File: src/rtl/mem_stage.sv
// rtl/mem_stage.sv - MEM pipeline stage: data-memory req/ack access, stall control, MEM/WB register
module mem_stage #(
  parameter int TIMEOUT = 16
) (
  input  logic        clk_i,
  input  logic        rst_i,
  input  logic [1:0]  WB_i,
  input  logic        MemRead_i,
  input  logic        MemWrite_i,
  input  logic [31:0] Address_i,
  input  logic [31:0] Write_data_i,
  input  logic [4:0]  RdAddr_i,
  output logic        dmem_req_o,
  output logic        dmem_we_o,
  output logic [31:0] dmem_addr_o,
  output logic [31:0] dmem_wdata_o,
  input  logic        dmem_ack_i,
  input  logic [31:0] dmem_rdata_i,
  output logic        stall_o,
  output logic [1:0]  WB_o,
  output logic [31:0] ReadData_o,
  output logic [31:0] ALUResult_o,
  output logic [4:0]  RdAddr_o,
  output logic [1:0]  err_o
);

  localparam int CW = (TIMEOUT > 2) ? $clog2(TIMEOUT) : 1;
  localparam logic [CW-1:0] CNT_LAST = CW'(TIMEOUT - 1);

  localparam logic [1:0] S_IDLE = 2'd0;
  localparam logic [1:0] S_REQ  = 2'd1;
  localparam logic [1:0] S_DONE = 2'd2;

  logic [1:0]    r_state;
  logic [CW-1:0] r_cnt;
  logic [31:0]   r_buf;
  logic          r_kill;

  logic w_mem_op;
  logic w_aligned;
  logic w_start;

  assign w_mem_op  = MemRead_i | MemWrite_i;
  assign w_aligned = (Address_i[1:0] == 2'b00);
  assign w_start   = (r_state == S_IDLE) & w_mem_op & w_aligned;

  // Stall starts combinationally on an aligned access so upstream freezes in the arrival cycle;
  // forced low while reset is asserted so an aborted access releases the pipeline at once.
  assign stall_o = rst_i & (w_start | (r_state == S_REQ));

  // Access FSM: issue request, wait for ack or timeout, latch result, track sticky errors
  always_ff @(posedge clk_i or negedge rst_i) begin
    if (!rst_i) begin
      r_state      <= S_IDLE;
      r_cnt        <= '0;
      r_buf        <= 32'd0;
      r_kill       <= 1'b0;
      dmem_req_o   <= 1'b0;
      dmem_we_o    <= 1'b0;
      dmem_addr_o  <= 32'd0;
      dmem_wdata_o <= 32'd0;
      err_o        <= 2'b00;
    end else begin
      case (r_state)
        S_IDLE: begin
          if (w_start) begin
            dmem_req_o   <= 1'b1;
            dmem_we_o    <= MemWrite_i;
            dmem_addr_o  <= Address_i;
            dmem_wdata_o <= Write_data_i;
            r_cnt        <= '0;
            r_state      <= S_REQ;
          end else if (w_mem_op) begin
            err_o[0] <= 1'b1;
          end
        end
        S_REQ: begin
          if (dmem_ack_i) begin
            dmem_req_o <= 1'b0;
            r_buf      <= dmem_we_o ? 32'd0 : dmem_rdata_i;
            r_state    <= S_DONE;
          end else if (r_cnt == CNT_LAST) begin
            dmem_req_o <= 1'b0;
            r_buf      <= 32'd0;
            r_kill     <= 1'b1;
            err_o[1]   <= 1'b1;
            r_state    <= S_DONE;
          end else begin
            r_cnt <= r_cnt + 1'b1;
          end
        end
        S_DONE: begin
          r_kill  <= 1'b0;
          r_state <= S_IDLE;
        end
        default: r_state <= S_IDLE;
      endcase
    end
  end

  // MEM/WB register: bubble while stalled, result on DONE, direct pass-through otherwise
  always_ff @(posedge clk_i or negedge rst_i) begin
    if (!rst_i) begin
      WB_o        <= 2'b00;
      ReadData_o  <= 32'd0;
      ALUResult_o <= 32'd0;
      RdAddr_o    <= 5'd0;
    end else if (stall_o) begin
      WB_o <= 2'b00;
    end else if (r_state == S_DONE) begin
      WB_o        <= {WB_i[1], WB_i[0] & ~r_kill};
      ReadData_o  <= r_buf;
      ALUResult_o <= Address_i;
      RdAddr_o    <= RdAddr_i;
    end else if (w_mem_op) begin
      // Only reachable for a misaligned access: retire it harmlessly
      WB_o        <= 2'b00;
      ReadData_o  <= 32'd0;
      ALUResult_o <= Address_i;
      RdAddr_o    <= RdAddr_i;
    end else begin
      WB_o        <= WB_i;
      ReadData_o  <= 32'd0;
      ALUResult_o <= Address_i;
      RdAddr_o    <= RdAddr_i;
    end
  end

endmodule

File: config.mk
export PLATFORM = sky130hd
export DESIGN_NAME = mem_stage
export DESIGN_NICKNAME = d
export VERILOG_FILES = /design/src/rtl/mem_stage.sv
export SDC_FILE = /design/constraint.sdc
export NUM_CORES = 1
export LEC_CHECK = 0
export CORE_MARGIN = 2
export CORE_UTILIZATION = 40
export DETAILED_ROUTE_END_ITERATION = 8
export HOLD_SLACK_MARGIN = 0.08
export PLACE_DENSITY = 0.74
export SLEW_MARGIN = 10
export SYNTH_ARGS = -nofsm -noshare
export SYNTH_HDL_FRONTEND = slang
export SYNTH_SLANG_ARGS = --single-unit
File: constraint.sdc
create_clock -name clk_i -period 2.08 [get_ports clk_i]
set_clock_uncertainty 0.2 [all_clocks]
set_input_delay 0.416 -clock clk_i [delete_from_list [all_inputs] [get_ports clk_i]]
set_output_delay 0.416 -clock clk_i [all_outputs]
set_load 0.01 [all_outputs]
==> impl_metrics.yaml <==
status:
  status: "finished, final reports clean"
floorplanning:
  ios: 248
  initial_core_util_pct: 41.14
  rows: 46
  dieArea_mm2: 0.01750
  die_h_um: 132.3
  core_area_mm2: 0.01600
  die_x_um: 132.3
clock_network:
  htree_levels: 4
  cts_tree: "yes"
  cts.clk_slew.worst_paths_ns: 0.07
  cts.path.max_buffers: 2
  clkLatencyLatePin_ns: 0.42
  cts_buffers: 17
  cts.root.buffer_cell: "clkbuf_16"
  clock_sinks: 178
detailed_routing:
  wl_mm: 16.75
  antenna_left: 0
  via_count: 4494
  wire_per_inst_um: 18.45
  via_per_inst: 4.949
  dr.pass1.iters: 4
  drt_iter0_drc: 182
  drc: 0
synthesis:
  synth_flop_cell: "dfrtp_1"
  synth_edf_count: 0
  avgSynthCellArea_um2: 15.94
  netlist_top_cells_area: "dfrtp_1 (68%), mux2_2 (17%), a22o_1 (8.6%)"
  syn_area_mm2: 0.006583
  async_flop_share_pct: 100.0
  seq_area_frac_synth_pct: 67.67
  synth_top_area_cell: "dfrtp_1"
  synth_top_area_share_pct: 67.67
  postSynthCellCount: 413
  syn_nets: 522
  yosys_register_bits: 178
  synth_cell_types: 33
  synth-warning-count: 0
min_path:
  min_from: "Address_i[1]"
  whs_path_depth: 3
  hold_path.class: "in2reg"
  worstHoldEndpoint: "err_o[0]$_DFFE_PN0P_"
power_and_ir_drop:
  power_density_mw_per_mm2: 1028
  ir_drop_mv: 0.5408
  p_seq_share_pct: 43.7
  comb_power_share_pct: 23.9
  p_int_mw: 7.844
  netSwitchingFraction_pct: 24.62
  clkPwrFrac_pct: 32.3
  leakagePower_nw: 4.382
  power_mw: 10.41
  power.switching_mw: 2.562
layout:
  area_growth_pct: 53.75
  multi_input_area_mm2: 0.001996
  fillers: 1221
  nNetsFinal: 788
  regArea_mm2: 0.004454
  layout-drive-gt1-share_pct: 23.70
  antenna_cells: 0
critical_path:
  endpoint_kind: "primary output"
  slowest_delay_ns: 0.60
  cp.required_ns: 1.46
  cpMaxStageDelayCell: "clkdlybuf4s50_1"
  r2r_setup_slack_ns: 0.10
  path_max_fanout: 3
  path_buf_inv: 1
  worstSetupPathType: "reg2out"
  start_kind: "flip-flop"
  crit_chain: "clkdlybuf4s50_1"
  r2r_cells: 6
  timing.rr.start: "r_state[1]$_DFFE_PN0P_"
  arrival_ns: 1.41
  timing.rr.end: "dmem_addr_o[15]$_DFFE_PN0P_"
  crit_family: "buffers and inverters"
global_route:
  grt_pass1_vias: 4851
  grt_overflow: 0
  grt_max_degree: 119
  grt_pass1_wl_mm: 27.07
  antenna_found_initial: 0
  groute.usage.overall_pct: 19.92
place:
  gp_congestion: 0.8071
  io_buffers: 247
  hpwl_mm: 12.11
  place_ws_ns: -0.7342
sta:
  tightestPinTransition_ns: 0.6159
  finalCritPeriodShare_pct: 97.38
  fmax_ghz: 0.4937
  rsz0062_at_grt: "no"
  setup_violations: 0
  report.final.slew_viol_count: 0
  setup_ws_ns: 0.05458
  max_slew_margin_pct: 58.94
  finalCriticalPeriod_ns: 2.025
  hold_violations: 0
flow_run:
  max_cap_violations: 0
## worst register-to-register path, cell delays in order (launching register included)
cell and delay, ns:
dfrtp_1 0.40, buf_4 0.16, o21bai_1 0.19, nor4_4 0.21, buf_6 0.18, buf_12 0.17, mux2_2 0.36
## worst max-delay path by stage
stage                            from                          end  slack, ns  cells after the start
5_1_grt                         rst_i        r_buf[14]$_DFFE_PN0P_      0.002                      4
2_1_floorplan  r_state[1]$_DFFE_PN0P_  dmem_addr_o[20]$_DFFE_PN0P_       0.27                      5
3_5_place_dp               MemWrite_i      RdAddr_o[3]$_DFFE_PN0N_      -0.73                      6
6_report        dmem_we_o$_DFFE_PN0P_                    dmem_we_o       0.05                      1
3_3_place_gp               MemWrite_i  ALUResult_o[28]$_DFFE_PN0N_      -0.66                      6
4_1_cts                         rst_i   ALUResult_o[7]$_DFFE_PN0N_     0.0004                      4
## logic make-up after synthesis
group | share of synthesized area [%]
buf+inv | 2.395
flops | 67.67
simple gates | 2.737
mux | 17.28
compound gates | 9.732
fa+ha+maj | 0.1900
## synthesized netlist by cell type (2+ instances only)
library cell,instances
a22o_1,65
and3_1,2
buf_2,15
buf_4,2
buf_6,2
clkbuf_1,8
dfrtp_1,178
inv_1,4
mux2_2,100
nand3_1,2
nor2_1,6
nor2b_1,5
o21ai_0,2
o21bai_1,2
o22ai_1,2
## registers in the layout (all words and copies together) (netlist names)
register	cells
WB_o	2
dmem_req_o	1
dmem_we_o	1
dmem_wdata_o	32
ReadData_o	32
err_o	2
r_buf	32
r_state	2
r_cnt	4
ALUResult_o	32
dmem_addr_o	32
RdAddr_o	5
r_kill	1
## layout by cell type (no fill, tap or decap), types with 2 or more instances in the layout
cell	instances
clkdlybuf4s50_1	242
dfrtp_1	178
mux2_2	100
a22o_1	65
buf_4	18
clkbuf_16	17
nor2_1	5
buf_6	5
buf_12	5
inv_1	4
bufinv_16	4
clkbuf_1	4
nor2b_1	3
clkbuf_8	3
o21ai_0	2
o21bai_1	2
and3_1	2
o22ai_1	2
nand3_1	2
clkinv_4	2
dlygate4sd2_1	2
## power groups by stage
| stage | sequential [mW] | clock (mW) | combinational (mW) |
|---|---|---|---|
| floorplan | 4.76 | 0 | 0.804 |
| global placement | 4.57 | 0 | 2.44 |
| detailed placement | 4.61 | 0 | 2.50 |
| CTS | 4.56 | 3.45 | 2.52 |
| global route | 4.64 | 3.63 | 2.65 |
| finish | 4.55 | 3.36 | 2.49 |
## per-stage QoR
stage          cells  util (%)  setup TNS (ns)  hold slack [ns]  instance area (µm²)
5_1_grt          908     63.25               0           0.2194                10120
6_report         908     63.25               0           0.2166                10120
2_1_floorplan    413         -               0         -0.07959                 6583
3_5_place_dp     875     59.00          -64.59           0.2682                 9440
3_3_place_gp     875     59.00          -57.31           0.2705                 9440
4_1_cts          908     63.09               0           0.2976                10090
## metal layers
metal | GRT usage (%) | vias up | part of all wire [%]
met2 | 31.54 | 194 | 47
li1 | - | 2034 | -
met5 | 0 | - | 0
met3 | 7.305 | 22 | 8.7
met4 | 7.228 | 0 | 1.9
met1 | 25.27 | 2244 | 42
## layout make-up
class	instances	area share, %
repair buffers	274	27.21
flip-flops and latches	178	44.01
clock inverters	8	1.483
multi-input cells	204	19.72
inverters	4	0.1483
clock buffers	24	4.760
well taps	216	2.670
## repair_timing
item,CTS,global route
setup endpoints to repair,71,157
setup buffers,0,0
gates resized for setup,13,7
pin swaps,2,0
hold buffers,1,0
endpoints found under the hold margin,60,0
cloned,0,0
No activity file was read; power rests on OpenSTA's default activity.
